`src/rtl/mul_pkg.sv`:
```
// mul_pkg: shared definitions for the sequential multiply engine.
//   state_t      - engine FSM states, also exported on the debug port
//   DEF_*        - default parameter values used by the engine, core and bus
package mul_pkg;

  typedef enum logic [2:0] {
    IDLE  = 3'd0,
    LOAD  = 3'd1,
    MUL   = 3'd2,
    STORE = 3'd3,
    DONE  = 3'd4
  } state_t;

  localparam int DEF_OP_W     = 16;
  localparam int DEF_N_PAIRS  = 16;
  localparam int DEF_AW       = 8;
  localparam int DEF_SRC_BASE = 0;
  localparam int DEF_DST_BASE = 64;

endpackage

```
`src/rtl/seq_mul_engine_if.sv`:
```
// seq_mul_engine_if: control handshake plus byte-wide data-memory bus.
//   start       run request (low) / idle-and-acknowledge (high)
//   signed_mode 1 = two's-complement operands, sampled when a run launches
//   done        high once every product of the run has been written
//   mem_addr    byte address; mem_rdata returns that byte in the same cycle
//   mem_wr_en   one-byte write strobe, mem_wdata the byte written
// Handshake: the controller drops start to request a run and keeps it low
// until done is seen; raising start then acknowledges done and returns the
// engine to idle. start changes while a run is in progress are ignored.
interface seq_mul_engine_if
  import mul_pkg::*;
#(
  parameter int AW = DEF_AW
);
  logic          start;
  logic          signed_mode;
  logic          done;
  logic [AW-1:0] mem_addr;
  logic          mem_wr_en;
  logic [7:0]    mem_wdata;
  logic [7:0]    mem_rdata;

  // engine side
  modport slave (
    input  start, signed_mode, mem_rdata,
    output done, mem_addr, mem_wr_en, mem_wdata
  );

  // controller / memory side
  modport master (
    output start, signed_mode, mem_rdata,
    input  done, mem_addr, mem_wr_en, mem_wdata
  );
endinterface

```
`src/rtl/mul_core.sv`:
```
// mul_core: iterative shift-add multiplier, one partial product per step.
//   clk, reset   clock and synchronous active-high reset
//   load         capture a, c and signed_mode, clear the accumulator
//   step         add one partial product (OP_W steps give the full result)
//   a, c         operands; product = c * a
//   product      2*OP_W-bit accumulator, exact after OP_W steps
module mul_core
  import mul_pkg::*;
#(
  parameter int OP_W = DEF_OP_W
) (
  input  logic              clk,
  input  logic              reset,
  input  logic              load,
  input  logic              step,
  input  logic              signed_mode,
  input  logic [OP_W-1:0]   a,
  input  logic [OP_W-1:0]   c,
  output logic [2*OP_W-1:0] product
);
  localparam int IW = $clog2(OP_W);

  logic [2*OP_W-1:0] mcand_q;
  logic [2*OP_W-1:0] acc_q;
  logic [OP_W-1:0]   mplier_q;
  logic [IW-1:0]     idx_q;
  logic              sgn_q;
  logic              last_bit;

  // In two's complement the multiplier MSB carries negative weight, so the
  // final partial product is subtracted instead of added.
  assign last_bit = (idx_q == IW'(OP_W - 1));

  always_ff @(posedge clk) begin
    if (reset) begin
      mcand_q  <= '0;
      acc_q    <= '0;
      mplier_q <= '0;
      idx_q    <= '0;
      sgn_q    <= 1'b0;
    end else if (load) begin
      mcand_q  <= signed_mode ? {{OP_W{a[OP_W-1]}}, a} : {{OP_W{1'b0}}, a};
      acc_q    <= '0;
      mplier_q <= c;
      idx_q    <= '0;
      sgn_q    <= signed_mode;
    end else if (step) begin
      if (mplier_q[0]) begin
        acc_q <= (sgn_q && last_bit) ? acc_q - mcand_q : acc_q + mcand_q;
      end
      mcand_q  <= mcand_q << 1;
      mplier_q <= mplier_q >> 1;
      idx_q    <= idx_q + 1'b1;
    end
  end

  assign product = acc_q;
endmodule

```
`src/rtl/seq_mul_engine.sv`:
```
// seq_mul_engine: reads N_PAIRS operand pairs from byte memory, multiplies
// each with mul_core and writes the 2*OP_W-bit products back, big-endian.
//   clk, reset   clock and synchronous active-high reset
//   bus          seq_mul_engine_if slave: start/signed_mode/done + memory
//   dbg_state_o  current FSM state
module seq_mul_engine
  import mul_pkg::*;
#(
  parameter int OP_W     = DEF_OP_W,
  parameter int N_PAIRS  = DEF_N_PAIRS,
  parameter int AW       = DEF_AW,
  parameter int SRC_BASE = DEF_SRC_BASE,
  parameter int DST_BASE = DEF_DST_BASE
) (
  input  logic             clk,
  input  logic             reset,
  seq_mul_engine_if.slave  bus,
  output state_t           dbg_state_o
);
  localparam int B   = OP_W / 8;
  localparam int NB2 = 2 * B;
  localparam int CW  = $clog2(OP_W);
  localparam int PW  = $clog2(N_PAIRS + 1);

  state_t              state_q;
  logic [CW-1:0]       cnt_q;
  logic [PW-1:0]       pair_q;
  logic [AW-1:0]       src_ptr_q;
  logic [AW-1:0]       dst_ptr_q;
  logic [AW-1:0]       mem_addr_q;
  logic                mem_wr_en_q;
  logic                done_q;
  logic                arm_q;
  logic                sgn_q;
  logic [2*OP_W-9:0]   ab_q;       // bytes read so far for the current pair
  logic [2*OP_W-1:0]   ab_next;    // {A, C} once the last byte arrives
  logic [2*OP_W-1:0]   product;
  logic                load_last;
  logic [7:0]          wr_byte;

  assign ab_next   = {ab_q, bus.mem_rdata};
  assign load_last = (state_q == LOAD) && (cnt_q == CW'(NB2 - 1));

  // The core latches the operands from the final read byte directly, so MUL
  // starts stepping on the very next cycle.
  mul_core #(.OP_W(OP_W)) u_core (
    .clk        (clk),
    .reset      (reset),
    .load       (load_last),
    .step       (state_q == MUL),
    .signed_mode(sgn_q),
    .a          (ab_next[2*OP_W-1:OP_W]),
    .c          (ab_next[OP_W-1:0]),
    .product    (product)
  );

  // Store byte cnt_q of the product, MSB first; zero whenever not writing.
  always_comb begin
    wr_byte = '0;
    if (mem_wr_en_q) begin
      wr_byte = product[(NB2 - 1 - int'(cnt_q)) * 8 +: 8];
    end
  end

  always_ff @(posedge clk) begin
    if (reset) begin
      state_q     <= IDLE;
      cnt_q       <= '0;
      pair_q      <= '0;
      src_ptr_q   <= '0;
      dst_ptr_q   <= '0;
      mem_addr_q  <= '0;
      mem_wr_en_q <= 1'b0;
      done_q      <= 1'b0;
      arm_q       <= 1'b0;
      sgn_q       <= 1'b0;
      ab_q        <= '0;
    end else begin
      case (state_q)
        // A launch needs start seen high first, so a reset with start held
        // low does not restart the run on its own.
        IDLE: begin
          if (bus.start) begin
            arm_q <= 1'b1;
          end else if (arm_q) begin
            arm_q      <= 1'b0;
            state_q    <= LOAD;
            sgn_q      <= bus.signed_mode;
            cnt_q      <= '0;
            pair_q     <= '0;
            src_ptr_q  <= AW'(SRC_BASE);
            dst_ptr_q  <= AW'(DST_BASE);
            mem_addr_q <= AW'(SRC_BASE);
          end
        end
        LOAD: begin
          ab_q      <= ab_next[2*OP_W-9:0];
          src_ptr_q <= src_ptr_q + 1'b1;
          if (cnt_q == CW'(NB2 - 1)) begin
            state_q <= MUL;
            cnt_q   <= '0;
          end else begin
            cnt_q      <= cnt_q + 1'b1;
            mem_addr_q <= src_ptr_q + 1'b1;
          end
        end
        MUL: begin
          if (cnt_q == CW'(OP_W - 1)) begin
            state_q     <= STORE;
            cnt_q       <= '0;
            mem_addr_q  <= dst_ptr_q;
            mem_wr_en_q <= 1'b1;
          end else begin
            cnt_q <= cnt_q + 1'b1;
          end
        end
        STORE: begin
          dst_ptr_q <= dst_ptr_q + 1'b1;
          if (cnt_q == CW'(NB2 - 1)) begin
            mem_wr_en_q <= 1'b0;
            cnt_q       <= '0;
            pair_q      <= pair_q + 1'b1;
            if (pair_q == PW'(N_PAIRS - 1)) begin
              state_q <= DONE;
            end else begin
              state_q    <= LOAD;
              mem_addr_q <= src_ptr_q;
            end
          end else begin
            cnt_q      <= cnt_q + 1'b1;
            mem_addr_q <= dst_ptr_q + 1'b1;
          end
        end
        // done rises one cycle after entering DONE and holds until start
        // acknowledges it.
        DONE: begin
          if (bus.start) begin
            state_q <= IDLE;
            done_q  <= 1'b0;
            arm_q   <= 1'b1;
          end else begin
            done_q <= 1'b1;
          end
        end
        default: state_q <= IDLE;
      endcase
    end
  end

  assign bus.done      = done_q;
  assign bus.mem_addr  = mem_addr_q;
  assign bus.mem_wr_en = mem_wr_en_q;
  assign bus.mem_wdata = wr_byte;
  assign dbg_state_o   = state_q;
endmodule

```
`src/flat_wrapper.sv`:
```
// flat-port wrapper written by rule: the top's interface ports become plain ports
module seq_mul_engine_flat import mul_pkg::*;
#(
  parameter int OP_W     = DEF_OP_W,
  parameter int N_PAIRS  = DEF_N_PAIRS,
  parameter int AW       = DEF_AW,
  parameter int SRC_BASE = DEF_SRC_BASE,
  parameter int DST_BASE = DEF_DST_BASE
)
  (clk, reset, dbg_state_o, bus_start, bus_signed_mode, bus_mem_rdata, bus_done, bus_mem_addr, bus_mem_wr_en, bus_mem_wdata);
  seq_mul_engine_if #(.AW(AW)) bus_i ();
  input  logic clk;
  input  logic reset;
  output state_t dbg_state_o;
  input wire logic [$bits(bus_i.start)-1:0] bus_start;
  input wire logic [$bits(bus_i.signed_mode)-1:0] bus_signed_mode;
  input wire logic [$bits(bus_i.mem_rdata)-1:0] bus_mem_rdata;
  output wire logic [$bits(bus_i.done)-1:0] bus_done;
  output wire logic [$bits(bus_i.mem_addr)-1:0] bus_mem_addr;
  output wire logic [$bits(bus_i.mem_wr_en)-1:0] bus_mem_wr_en;
  output wire logic [$bits(bus_i.mem_wdata)-1:0] bus_mem_wdata;
  assign bus_i.start = bus_start;
  assign bus_i.signed_mode = bus_signed_mode;
  assign bus_i.mem_rdata = bus_mem_rdata;
  assign bus_done = bus_i.done;
  assign bus_mem_addr = bus_i.mem_addr;
  assign bus_mem_wr_en = bus_i.mem_wr_en;
  assign bus_mem_wdata = bus_i.mem_wdata;
  seq_mul_engine #(.OP_W(OP_W), .N_PAIRS(N_PAIRS), .AW(AW), .SRC_BASE(SRC_BASE), .DST_BASE(DST_BASE)) u_core (.clk(clk), .reset(reset), .bus(bus_i), .dbg_state_o(dbg_state_o));
endmodule
```
`config.mk`:
```
export PLATFORM = sky130hd
export DESIGN_NAME = seq_mul_engine_flat
export DESIGN_NICKNAME = d
export VERILOG_FILES = /design/src/rtl/mul_pkg.sv /design/src/rtl/seq_mul_engine_if.sv /design/src/rtl/mul_core.sv /design/src/rtl/seq_mul_engine.sv /design/src/flat_wrapper.sv
export SDC_FILE = /design/constraint.sdc
export NUM_CORES = 1
export LEC_CHECK = 0
export BUFFER_PORTS_ARGS = -buffer_cell sky130_fd_sc_hd__buf_4
export CAP_MARGIN = 20
export CORE_MARGIN = 2
export CORE_UTILIZATION = 63
export DETAILED_ROUTE_END_ITERATION = 7
export HOLD_SLACK_MARGIN = 0.03
export PLACE_DENSITY = 0.81
export SKIP_LAST_GASP = 1
export SLEW_MARGIN = 40
export SYNTH_ARGS = -nofsm -noshare
export SYNTH_HDL_FRONTEND = slang
export SYNTH_HIERARCHICAL = 1
export SYNTH_SLANG_ARGS = --single-unit
export TNS_END_PERCENT = 50
```
`constraint.sdc`:
```
create_clock -name clk -period 4.4 [get_ports clk]
set_input_delay 0.44 -clock clk [delete_from_list [all_inputs] [get_ports clk]]
set_output_delay 0.44 -clock clk [all_outputs]
set_load 0.01 [all_outputs]
```
==> results.cfg <==
[run_status]
status = finished clean

[worst_hold_path]
hp-start = bus_start
hold_end = u_core/bus.done
holdPathStages = 2
hp-class = in -> reg

[floorplanning]
rows = 43
die_x_um = 123
num_io_pins = 33
die-area_sq_um = 15100
start_util = 0.643
core-area_sq_um = 13800
die_y_um = 123

[power]
p_per_area_nw_per_um2 = 307
leakage_nw = 3.79
max-vdd-ir-drop_mv = 0.282

[placed_design]
place_ws_ps = 303
dp.cells = 1301
place_hpwl_mm = 15.5
gp_congestion = 0.978
port_buffers = 32

[global_routing]
grt_pass1_vias = 7438
antenna_found_initial = 0
grt_pass1_wl_mm = 36.3
track_usage = 0.304
grt_max_degree = 90
overflow = 0

[clock_tree]
cts-root-buf = clkbuf_16
worst_skew_pair.late_latency_ps = 430
cts_tree = built
cts_inserted_buffers = 17
htreeDepth = 4
postCtsSetupRepairBufs = 0
clk_pin_slew_ps = 70
cts_buffer_depth = 2
cts-resized-gates = 0
clock-sinks = 149
holdBufCountCts = 0

[route]
finalWirelength_mm = 22.5
drcViolationCount = 0
wl_per_cell_um = 16.9
vias = 8153
viasPerCell = 6.12
drt_iter0_drc = 685
first_pass_iters = 5
detail-route-antenna-nets = 0

[logic_synthesis]
ys_seq_elements = 149
synth-edff-count = 0
synth.avg_cell_area_sq_um = 7.81
async_flop_share = 0
syn_area_sq_um = 8890
synth_cells = 1139
ys_seq_area_frac = 0.335
synth_cell_types = 70
synth_ff_type = dfxtp_1
mappedNetlistNets = 1192
yosys_warnings = 6

[setup_path]
rrSetupSlack_ps = 250
worst_r2r_path_depth = 13
slowest_stage = nor4_2
cp_max_fo = 7
cpMostUsedCell = o21ai_0
criticalPathCategory = reg -> reg
path_cells = nor4_2 > nand4b_1 > o41ai_1 > xor2_1 > ha_1 > nand2_1 > nor4_1 > o211ai_1 > a21oi_1 > nor2_1 > o21ai_0 > mux2i_1 > o21ai_0
end_kind = flop
critPathArrivalTime_ps = 4450
r2r_end = u_core/u_core/product[29]
critPathMaxStageDelay_ps = 560
required_ps = 4690
r2r_start = u_core/u_core/mcand_q[2]
start_kind = flop

[timing]
relSlewSlack = 0.513
finalHoldViolCount = 0
fin_ws_ps = 246
setup_viol = 0
slew_violations = 0
fin_worst_skew_ps = 13.8
min_period_ps = 4150
max_clock_freq_mhz = 241
tightestPinTransition_ps = 729
finalCritPeriodShare = 0.944
rsz0062_at_grt = true

[layout]
drive_above_1_share = 0.0980
multi_input_area_sq_um = 5600
final-seq-area_sq_um = 2980
fin_cells = 1333
fillCellCount = 1089
final_common_cell = nor2_1
antenna_cells = 0
finalNetCount = 1193
layout_common_cells = 153 x nor2_1, 149 x dfxtp_1, 148 x a21oi_1
syn_to_final_growth_pct = 11.0

[job]
drv.max_cap_violation_count = 0
-- state kept, by name, indices dropped and copies added (netlist names) --
register,count
u_core/sgn_q,1
u_core/bus.mem_addr,8
u_core/ab_q,24
u_core/bus.mem_wr_en,1
u_core/pair_q,5
u_core/arm_q,1
u_core/dbg_state_o,3
u_core/dst_ptr_q,8
u_core/bus.done,1
u_core/u_core/mplier_q,16
u_core/src_ptr_q,8
u_core/u_core/product,32
u_core/u_core/sgn_q,1
u_core/cnt_q,4
u_core/u_core/mcand_q,32
u_core/u_core/idx_q,4
-- Yosys cell counts, types with 3 or more instances --
cell      instances  area (sq um)
a211oi_1         21           158
a21boi_0          5          37.5
a21o_1            5          37.5
a21oi_1         148           741
a221oi_1          3          26.3
a22o_1            6          52.6
a22oi_1          11          82.6
a31oi_1           8          50.1
and2_1            6          37.5
and3_1           19           119
and4_1            4          35.0
buf_1             8          30.0
buf_2             5          25.0
buf_4             3          22.5
clkbuf_1         49           184
dfxtp_1         149          2980
ha_1             40           500
inv_1            19          71.3
mux2i_1          36           360
mux4_2            8           180
nand2_1         140           526
nand2b_1         25           156
nand3_1          23           115
nand3b_1          3          22.5
nand4_1           9          56.3
nor2_1          154           578
nor2b_1           5          31.3
nor3_1           19          95.1
nor3b_1           6          45.0
nor4_1            4          25.0
o211ai_1          9          67.6
o21a_1            8          60.1
o21ai_0          57           285
o21bai_1          4          30.0
o22ai_1           3          18.8
o31ai_1           8          60.1
or2_2             4          25.0
or3_1             7          43.8
or4_1             5          37.5
xnor2_1          33           289
xor2_1           25           219
-- final cells by class --
cell class	instances	area share
tap	180	0.0228
sequential	149	0.302
multi-input combinational	905	0.567
inverter	19	0.00722
timing repair buffer	48	0.0369
clock inverter	15	0.0209
clock buffer	17	0.0431
-- cell families after synthesis --
group / synth area share
and+or+nand+nor: 0.234
AOI/OAI and AO/OA: 0.216
DFF: 0.335
buffers and inverters: 0.0387
xor gates and xnor gates: 0.0571
muxes: 0.0608
adders and majority gates: 0.0585
-- power by group --
part / leakage, nW / switching [W] / internal [W] / total, W
sequential: 1.20 / 0.0000100 / 0.00136 / 0.00137
clock: 0.308 / 0.000643 / 0.000922 / 0.00157
combinational: 2.29 / 0.0000681 / 0.0000329 / 0.000101
total: 3.79 / 0.000722 / 0.00231 / 0.00303
-- routing by layer --
layer | wire (um) | vias up | track usage
li1 | - | 4042 | -
met3 | 1120 | 38 | 0.0465
met5 | 0 | - | 0
met4 | 392 | 0 | 0.0841
met1 | 9820 | 3834 | 0.388
met2 | 11200 | 239 | 0.533
-- worst max-delay path, delay by kind of cell, from the launching register on --
family	cells	cell delay [ps]
xor+xnor	1	160
simple gates	5	1330
flops	1	380
compound gates	5	1510
fa+ha+maj	1	420
mux	1	220
-- per-stage QoR --
stage | instance area, sq um | total power [W] | util | TNS (ps) | hold slack (ps)
2_1_floorplan | 8890 | 0.00146 | - | 0 | 436
3_3_place_gp | 9230 | 0.00149 | 0.667 | 0 | 438
3_5_place_dp | 9240 | 0.00150 | 0.668 | 0 | 448
4_1_cts | 9870 | 0.00305 | 0.714 | 0 | 234
5_1_grt | 9870 | 0.00312 | 0.714 | -128 | 241
6_report | 9870 | 0.00303 | 0.714 | 0 | 243
-- how the worst max path moves through the flow --
stage / end / from
floorplan: u_core/u_core/product[31] / u_core/u_core/mcand_q[16]
global placement: u_core/u_core/product[31] / u_core/u_core/mcand_q[16]
detailed placement: u_core/u_core/product[31] / u_core/u_core/mcand_q[16]
CTS: u_core/u_core/product[31] / u_core/u_core/mcand_q[16]
global route: u_core/u_core/product[29] / u_core/u_core/mcand_q[2]
finish: u_core/u_core/product[29] / u_core/u_core/mcand_q[2]
Power figures use the tool's default switching activity.
